File: src/rtl/sbio_out_arbiter.sv
// rtl/sbio_out_arbiter.sv - round-robin arbiter sharing one registered SB_IO output bank
// Bursts are bounded by MAX_BURST beats; each release is followed by TURNAROUND cycles with OE low.
module sbio_out_arbiter #(
  parameter int NUM_REQ    = 4,
  parameter int WIDTH      = 8,
  parameter int MAX_BURST  = 16,
  parameter int TURNAROUND = 1,
  localparam int OW = (NUM_REQ > 1) ? $clog2(NUM_REQ) : 1
) (
  input  logic                     clock,
  input  logic                     reset_n,
  input  logic [NUM_REQ-1:0]       req,
  input  logic [NUM_REQ*WIDTH-1:0] req_data,
  output logic [NUM_REQ-1:0]       gnt,
  output logic [OW-1:0]            owner,
  output logic                     busy,
  output logic [WIDTH-1:0]         pin_dout,
  output logic                     pin_oe
);

  localparam int CW = (MAX_BURST > 0) ? $clog2(MAX_BURST + 1) : 1;
  localparam int TW = (TURNAROUND > 0) ? $clog2(TURNAROUND + 1) : 1;

  typedef enum logic [1:0] {S_IDLE, S_OWN, S_TURN} state_t;

  state_t               state_q, state_d;
  logic [NUM_REQ-1:0]   gnt_q, gnt_d;
  logic [OW-1:0]        owner_q, owner_d;
  logic [OW-1:0]        rr_q, rr_d;
  logic [CW-1:0]        cnt_q, cnt_d;
  logic [TW-1:0]        turn_q, turn_d;
  logic [WIDTH-1:0]     dout_q, dout_d;
  logic                 oe_q, oe_d;

  logic                 pick_found;
  logic [OW-1:0]        pick_idx;
  int                   cand;
  logic                 release_own;

  // First requester at or after the round-robin pointer, wrapping.
  always_comb begin
    pick_found = 1'b0;
    pick_idx   = '0;
    cand       = 0;
    for (int i = 0; i < NUM_REQ; i++) begin
      cand = (int'(rr_q) + i) % NUM_REQ;
      if (!pick_found && req[cand[OW-1:0]]) begin
        pick_found = 1'b1;
        pick_idx   = cand[OW-1:0];
      end
    end
  end

  always_comb begin
    state_d     = state_q;
    gnt_d       = gnt_q;
    owner_d     = owner_q;
    rr_d        = rr_q;
    cnt_d       = cnt_q;
    turn_d      = turn_q;
    dout_d      = dout_q;
    oe_d        = 1'b0;
    release_own = 1'b0;
    case (state_q)
      S_IDLE: begin
        if (pick_found) begin
          state_d = S_OWN;
          gnt_d   = NUM_REQ'(1) << pick_idx;
          owner_d = pick_idx;
          cnt_d   = '0;
        end
      end
      S_OWN: begin
        if (req[owner_q]) begin
          dout_d = req_data[int'(owner_q)*WIDTH +: WIDTH];
          oe_d   = 1'b1;
          // Unbounded bursts need no count, so it stays frozen and cannot wrap.
          if (MAX_BURST != 0) begin
            cnt_d = cnt_q + CW'(1);
            if (int'(cnt_q) + 1 >= MAX_BURST) release_own = 1'b1;
          end
        end else begin
          release_own = 1'b1;
        end
        if (release_own) begin
          gnt_d = '0;
          rr_d  = (int'(owner_q) == NUM_REQ - 1) ? '0 : owner_q + OW'(1);
          if (TURNAROUND > 0) begin
            state_d = S_TURN;
            turn_d  = '0;
          end else begin
            state_d = S_IDLE;
          end
        end
      end
      S_TURN: begin
        turn_d = turn_q + TW'(1);
        if (int'(turn_q) >= TURNAROUND - 1) state_d = S_IDLE;
      end
      default: state_d = S_IDLE;
    endcase
  end

  always_ff @(posedge clock or negedge reset_n) begin
    if (!reset_n) begin
      state_q <= S_IDLE;
      gnt_q   <= '0;
      owner_q <= '0;
      rr_q    <= '0;
      cnt_q   <= '0;
      turn_q  <= '0;
      dout_q  <= '0;
      oe_q    <= 1'b0;
    end else begin
      state_q <= state_d;
      gnt_q   <= gnt_d;
      owner_q <= owner_d;
      rr_q    <= rr_d;
      cnt_q   <= cnt_d;
      turn_q  <= turn_d;
      dout_q  <= dout_d;
      oe_q    <= oe_d;
    end
  end

  assign gnt      = gnt_q;
  assign owner    = owner_q;
  assign busy     = (state_q != S_IDLE);
  assign pin_dout = dout_q;
  assign pin_oe   = oe_q;

endmodule

File: config.mk
export PLATFORM = sky130hd
export DESIGN_NAME = sbio_out_arbiter
export DESIGN_NICKNAME = d
export VERILOG_FILES = /design/src/rtl/sbio_out_arbiter.sv
export SDC_FILE = /design/constraint.sdc
export NUM_CORES = 1
export LEC_CHECK = 0
export BUFFER_PORTS_ARGS = -buffer_cell sky130_fd_sc_hd__buf_2
export CAP_MARGIN = 5
export CORE_MARGIN = 2
export CORE_UTILIZATION = 54
export CTS_BUF_LIST = sky130_fd_sc_hd__clkbuf_4 sky130_fd_sc_hd__clkbuf_8
export DETAILED_ROUTE_END_ITERATION = 12
export GPL_TIMING_DRIVEN = 0
export MAX_ROUTING_LAYER = met4
export PLACE_DENSITY = 0.87
export SLEW_MARGIN = 20
export SYNTH_ARGS = -nofsm -noshare
export SYNTH_HDL_FRONTEND = slang
export SYNTH_SLANG_ARGS = --single-unit
File: constraint.sdc
create_clock -name clock -period 4.05 [get_ports clock]
set_input_delay 0 -clock clock [delete_from_list [all_inputs] [get_ports clock]]
set_output_delay 0 -clock clock [all_outputs]
set_load 0.03 [all_outputs]
# Yosys cells after proc, flatten, opt, wreduce, memory -nomap -nowiden
# Index checks and enable logic that the tools add are counted.
dict set report totals {
  elab_cells 74
  out_inout_bits 16
  reg_bits 24
}
dict set report op_classes {
  reduce_logical 15
  magnitude_cmp 6
  shift 2
  n_mux 33
  eq_ne 5
  addsub 6
}
# operator n
set ops {}
lappend ops {{$shiftx A32 B6 Y8} 1}
lappend ops {{$lt A2 B3 Y1 const B} 5}
lappend ops {{$mux W1} 14}
lappend ops {{$mux W2} 7}
lappend ops {{$bmux W1 S2} 5}
lappend ops {{$mux W5} 2}
lappend ops {{$pmux W5 S2} 1}
lappend ops {{$mux W4} 2}
lappend ops {{$pmux W4 S2} 1}
lappend ops {{$reduce_and A2 Y1} 4}
lappend ops {{$add A5 B1 Y6 const B} 1}
lappend ops {{$ge A6 B5 Y1 const B} 1}
lappend ops {{$ne A2 B2 Y1 const B} 3}
lappend ops {{$reduce_and A3 Y1} 2}
lappend ops {{$add A5 B1 Y5 const B} 1}
lappend ops {{$add A2 B1 Y2 const B} 2}
lappend ops {{$add A2 B2 Y2 const B} 2}
lappend ops {{$eq A2 B1 Y1 const B} 2}
lappend ops {{$pmux W2 S2} 1}
lappend ops {{$reduce_bool A2 Y1} 2}
lappend ops {{$shl A1 B2 Y4 const A} 1}
lappend ops {{$logic_and A1 B1 Y1} 3}
lappend ops {{$logic_not A1 Y1} 3}
lappend ops {{$logic_not A2 Y1} 1}

# Depth between registers and ports, before layout
# Gate-level depths: netlist (run 1).
dict set report depth {
  word_depth 15
  depth_mapped 6
  mapped_depth_nobuf 5
}

# Least setup slack after synthesis (run 1)
# Ideal clock, no wire load.
dict set report synth_timing {
  path_type {flip-flop to flip-flop}
  from {register owner_q[1] (netlist: owner[1])}
  to {register rr_q[0]}
  path_buffers 1
  required_time_ns 3.922
  synth_period_minus_slack_ns 2.002
  path_stages_with_launch 5
  setup_time_ns 0.128
  arrival_time_ns 1.875
  path_slack_ns 2.048
  path_cell_list {dfrtp_1 > buf_6 > mux4_2 > a211oi_2 > mux2_1}
}
dict set report synth_via {
  elab_chain_len 5
}
# element line_no
set synth_lines {}
lappend synth_lines {{from (decl)} 28} ;# logic [OW-1:0] owner_q, owner_d;
lappend synth_lines {{from (signal assigned)} 117} ;# owner_q <= owner_d;
lappend synth_lines {{$bmux W1 S2} 74} ;# if (req[owner_q]) begin
lappend synth_lines {{$mux W1 (implied by the code)} 74}
lappend synth_lines {{$mux W1} 74}
lappend synth_lines {{$mux W1} 64} ;# case (state_q)
lappend synth_lines {{$reduce_and A2 Y1 (no source line)} --}
lappend synth_lines {{to (signal assigned)} 118} ;# rr_q <= rr_d;
lappend synth_lines {{to (decl)} 29} ;# logic [OW-1:0] rr_q, rr_d;
# Several ways; a longest one is shown, not always the timed one. The select of a mux whose other input is x is not followed.
# A chain may end at the register's enable or synchronous reset.

# Worst setup path after layout (run 1)
# Ends and elaborated chain as after synthesis.

==> results.toml, run 1 <==
[power]
power.switching_w = 0.000551
sequentialPowerShare_pct = 32.6
swShare_pct = 43.3
powerDensity_mw_per_mm2 = 740
p_comb_share_pct = 57.3
vdd_ir_drop_max_uv = 468
clkPwrFrac_pct = 10.1
leakagePower_nw = 0.885
p_total_w = 0.00127
intPower_w = 0.000722

[floorplan]
die_area_mm2 = 0.00296
ios = 54
start_util_pct = 56.3
die_x_um = 54.4
core.rowCount = 18
core_area_mm2 = 0.00243
die_h_um = 54.4

[critical_path]
startpoint = "owner[1]"
critical_path_class = "reg2reg"
r2r_slack_ns = 2.08
crit_path_max_fanout = 10
rr_worst_depth = 4
slowest_stage = "mux4_2"
critPathArrivalTime_ns = 2.18
path_cells = "buf_6 -> mux4_2 -> a211oi_2 -> mux2_1"
r2r-start = "owner[1]"
setup.worst_path.start_class = "register"
worstPathBufferInverterCount = 1
crit_family = "multiplexers"
cpPeakStageDelay_ns = 0.59
r2r-end = "rr_q[0]"
cp.required_ns = 4.26
endpoint_kind = "register"

[clocking]
cts.path.max_buffers = 2
insertion_delay_ns = 0.31
cts_buffers = 3
cts_sinks = 24
cts_tree = "done"
clk_pin_slew_worst_paths_ns = 0.14
h-tree-depth = 1
root_buffer = "clkbuf_4"
postCtsSetupBuffers = 0

[timing]
relSlewSlack_pct = 58.0
fmaxAchievable_ghz = 0.508
worst_slack_ns = 2.08
fin_crit_ns = 1.97
slew_viol_final = 0
finalHoldViolations = 0
tightest_slew_ns = 0.631
skew_ns = 0.00663
rsz0062_at_grt = "false"
fin_crit_sh_pct = 48.6
finalSetupViolCount = 0
fin_setup_tns_ns = 0

[synthesis]
synth_top_area_share_pct = 43.8
synth_area_leader_cell = "dfrtp_1"
yosys.cell_types.count = 36
synthesis.instances = 101
synth_most_common_cell = "dfrtp_1"
synth_common_cells = "dfrtp_1, inv_1, mux4_1"
synth_area_mm2 = 0.00137
async_flop_share_pct = 100
synthesis.nets = 141
ys_seq_area_share_pct = 43.8
synth_seq_cells = 24
avgSynthCellArea_um2 = 13.6
synth-main-ff-cell = "dfrtp_1"
ys_top_cells_by_area = "dfrtp_1, mux4_1, mux2_4, mux2_2, inv_1"
synth_enable_flop_cells = 0
ys_warn_count = 0

[finish]
final_core_util_pct = 70.7
area_delta_synth_final_pct = 25.5
fill_cells = 177
final_cells = 189
multiInputGateArea_um2 = 709
regArea_um2 = 601
num_antenna_cells = 0
finalNetCount = 200
drive_gt1_share_pct = 47.8

[routing]
drc = 0
drt_iter0_markers = 17
num_vias = 1111
first_pass_iters = 4
vias_per_cell = 5.88
antenna_left = 0
routedWlPerCell_um = 16.6
wl_um = 3140

[global_route]
grt_max_degree = 25
grt_pass1_wl_um = 4640
grt_pass1_vias = 1028
antenna_found_initial = 0
grt_overflow = 0
track_usage_pct = 23.2

[placed_design]
gp_congestion = 0.863
io_buffers = 53
dpl_worst_slack_ns = 2.10
dp.cells = 184
dp_hpwl_um = 2470

[outcome]
outcome = "finished, final reports clean"

[worst_hold_path]
whs_path_depth = 3
hold_end = "pin_dout[1]"
hold_path_class = "in2reg"
hold_start = "req_data[1]"

[flow_run]
drv_cap = 0
## placed cells by master, fill, tap and decap left out, drive strengths merged, types with 2 or more instances in the layout
cell    instances
a21o            2
a22o            2
buf            55
clkbuf          5
dfrtp          24
ha              2
inv             9
mux2           12
mux2i           2
mux4            9
nand2           2
nor2            4
nor3b           2
o21a            2
o21ai           5
o21bai          2
o22ai           4
## registers in the layout, indices dropped and copies added, names as in the netlist
name	cells
pin_dout	8
cnt_q	5
gnt	4
owner	2
rr_q	2
state_q	2
pin_oe	1
## area by class of cell
cell class	instances	share of cell area, %
clock buffers	4	2.11
flip-flops and latches	24	34.9
multi-input cells	65	41.3
plain buffers	3	1.53
inverters	9	1.97
repair buffers	54	16.0
well taps	30	2.18
## routing by layer
layer / global-route usage [%] / up-vias / wire length (um)
met3: 2.46 / 2 / 117
met2: 41.4 / 39 / 1770
li1: - / 513 / -
met4: 7.92 / 0 / 21
met5: - / - / 0
met1: 27.2 / 557 / 1230
## power by group through the flow
stage          Sequential [W]  Clock, W  Combinational [W]
2_1_floorplan        0.000548         0           0.000409
3_3_place_gp         0.000412         0           0.000699
3_5_place_dp         0.000419         0           0.000732
4_1_cts              0.000414  0.000129           0.000733
5_1_grt              0.000428  0.000142           0.000778
6_report             0.000415  0.000129           0.000729
## kinds of logic (layout without fill, tap and decap cells)
logic type               count (synthesis)  count (layout)  share of synthesized area, %
flip-flops                              24              24                          43.8
XOR/XNOR                                 1               1                         0.639
AND/OR/NAND/NOR                         15              15                          7.03
AO/OA/AOI/OAI                           24              24                          12.6
multiplexers                            23              23                          29.7
adder cells (fa/ha/maj)                  2               2                          1.83
buffers and inverters                   12              70                          4.38
## worst min-delay path, cell delays in order
cell and delay, ns:
buf_2 0.07, mux4_1 0.20, mux2_2 0.13
## through the flow
| stage | hold WS (ns) | area [um2] |
|---|---|---|
| after detailed placement | 0.00317 | 1670 |
| after floorplan | -0.296 | 1370 |
| after global placement | -0.00243 | 1670 |
| after global routing | 0.101 | 1720 |
| after CTS | 0.106 | 1720 |
| final | 0.108 | 1720 |
## worst max path at each step
| stage | endpoint | slack, ns | depth (start not counted) |
|---|---|---|---|
| CTS | rr_q[0] | 2.07 | 4 |
| floorplan | rr_q[0] | 2.05 | 4 |
| global placement | rr_q[0] | 2.16 | 4 |
| finish | rr_q[0] | 2.08 | 4 |
| global route | pin_dout[7] | 2.02 | 3 |
| detailed placement | rr_q[0] | 2.10 | 4 |
## repair_timing
action | in CTS | in global routing
endpoints found under the setup margin | 0 | 0
hold buffers | 1 | 0
hold endpoints to repair | 24 | 0
resized for setup | 0 | 0
No activity file was read; power rests on OpenSTA's default activity.
==> run 2, diff against run 1 <==
CORE_UTILIZATION = 45   (was 54)
PLACE_DENSITY = 0.78   (was 0.87)
clock period = 1.8 ns   (was 4.05 ns; I/O delays follow)
==> run 2 against run 1 <==
  * Critical endpoint is now rr_q[1]
  * Sequential power grew 130%
  * Final area grew 6.6%
  * First-iteration DRC count grew 5.9%
  * Clock power grew to 3.0 times the previous value
  * Non-clock buffer count grew 5
  * Combinational power grew 140%
==> results.toml, run 2 (same netlist as run 1, synthesis figures left out) <==
[critical_path]
cp.depth = 3
worstPathBufferInverterCount = 0
critPathArrivalTime_ns = 1.99
rr_worst_depth = 3
r2r-start = "owner[1]"
crit_family = "multiplexers"
endpoint_kind = "register"
cpPeakStageDelay_ns = 0.59
r2r_slack_ns = 0.02
crit_path_max_fanout = 4
cp.required_ns = 2.01
setup.worst_path.start_class = "register"
critPathCapture = "rr_q[1]"
path_cells = "mux4_2 -> a211oi_4 -> mux2_4"
r2r-end = "rr_q[1]"
slowest_stage = "mux4_2"
critical_path_class = "reg2reg"
startpoint = "owner[1]"

[finish]
drive_gt1_share_pct = 54.3
area_delta_synth_final_pct = 33.8
fill_cells = 218
layout_commonest_cell = "buf_2"
num_antenna_cells = 0
fin_area_mm2 = 0.00183
largest_reg_flops = 8
final_cells = 197
final_cell_mix = "buf_2, dfrtp_1, mux4_1, inv_1, mux2_4"
finalNetCount = 205

[floorplan]
core.rowCount = 20
ios = 54
die_area_mm2 = 0.00350
die_x_um = 59.2
die_h_um = 59.2
core_area_mm2 = 0.00298
start_util_pct = 46.0

[routing]
drc = 0
routedWlPerCell_um = 15.6
drt_iter0_markers = 18
first_pass_iters = 4
num_vias = 1135
wl_met1_um = 1210
antenna_left = 0
vias_per_cell = 5.76
wl_um = 3080
route.met3.wl_um = 185
dr_wl_met2_um = 1600
top_layer = "met4"

[timing]
relSlewSlack_pct = 59.0
fin_hold_ws_ns = 0.101
fin_crit_sh_pct = 98.7
worst_slack_ns = 0.0228
slew_viol_final = 0
skew_ns = 0.0102
finalSetupViolCount = 0
fin_crit_ns = 1.78
fmaxAchievable_ghz = 0.563
rsz0062_at_grt = "true"
fin_setup_tns_ns = 0
finalHoldViolations = 0
tightest_slew_ns = 0.609

[placed_design]
io_buffers = 53
dp.cells = 187
place_area_mm2 = 0.00168
dpl_worst_slack_ns = -0.143
dp_hpwl_um = 2220
gp_congestion = 0.787

[global_route]
grt_overflow = 0
track_usage_pct = 19.9
grt_pass1_wl_um = 4940
grt_pass1_vias = 1068
antenna_found_initial = 0
grt_max_degree = 25

[clocking]
root_buffer = "clkbuf_4"
cts_buffers = 3
cts_sinks = 24
cts.path.max_buffers = 2
cts_tree = "done"
h-tree-depth = 1
clk_pin_slew_worst_paths_ns = 0.14
insertion_delay_ns = 0.32

[worst_hold_path]
hold_path_class = "in2reg"

[flow_run]
drv_cap = 0

[power]
vdd_ir_drop_max_uv = 1050
leakagePower_nw = 0.918
powerDensity_mw_per_mm2 = 1700

[outcome]
outcome = "finished, final reports clean"
-- run 2: area by class of cell --
class,count,area [um2],share of cell area (%)
clock inverters,1,30.0,1.64
well taps,33,41.3,2.25
plain buffers,2,16.3,0.887
clock buffers,3,22.5,1.23
multi-input cells,65,764,41.7
inverters,9,36.3,1.98
flip-flops and latches,24,602,32.8
repair buffers,60,320,17.5
-- run 2: how the worst min path moves through the flow --
stage            startpoint           to  slack [ns]  depth (start not counted)
6_report       req_data[27]  pin_dout[3]        0.10                          3
5_1_grt        req_data[25]  pin_dout[1]         0.1                          3
2_1_floorplan       reset_n     cnt_q[0]       -0.30                          0
4_1_cts         req_data[3]  pin_dout[3]        0.09                          3
3_3_place_gp        reset_n      rr_q[0]      -0.002                          1
3_5_place_dp        reset_n      rr_q[1]        0.01                          1
-- run 2: power by group --
group,switching (W),total (W),internal [W],leakage [nW]
logic,0.000943,0.00177,0.000831,0.590
clock network,0.000165,0.000390,0.000225,0.0279
registers,0.000180,0.000948,0.000768,0.300
total,0.00129,0.00311,0.00182,0.918
-- run 2: repair_timing --
action,in CTS,in global routing
pin swaps,1,2
setup buffers,3,3
setup endpoints to repair,8,10
gates resized for setup,5,5
hold endpoints to repair,24,0
hold buffers,1,0
-- run 2: stage by stage --
stage                     utilization [%]  power (W)
after global routing                 61.6    0.00329
after global placement               56.5    0.00251
final                                61.6    0.00311
after floorplan                         -    0.00216
after detailed placement             56.5    0.00259
after CTS                            60.0    0.00310
-- run 2: worst register-to-register path: cells and delay by family (launching register included) --
| family | cells | cell delay, ns |
|---|---|---|
| multiplexers | 2 | 0.93 |
| flip-flops | 1 | 0.41 |
| AO/OA/AOI/OAI | 1 | 0.34 |
-- run 2: per-layer routing --
metal / vias to the layer above / GRT usage (%)
met2: 54 / 32.2
met3: 6 / 1.97
met4: 0 / 10.1
met1: 556 / 25.0
li1: 519 / -
met5: - / -
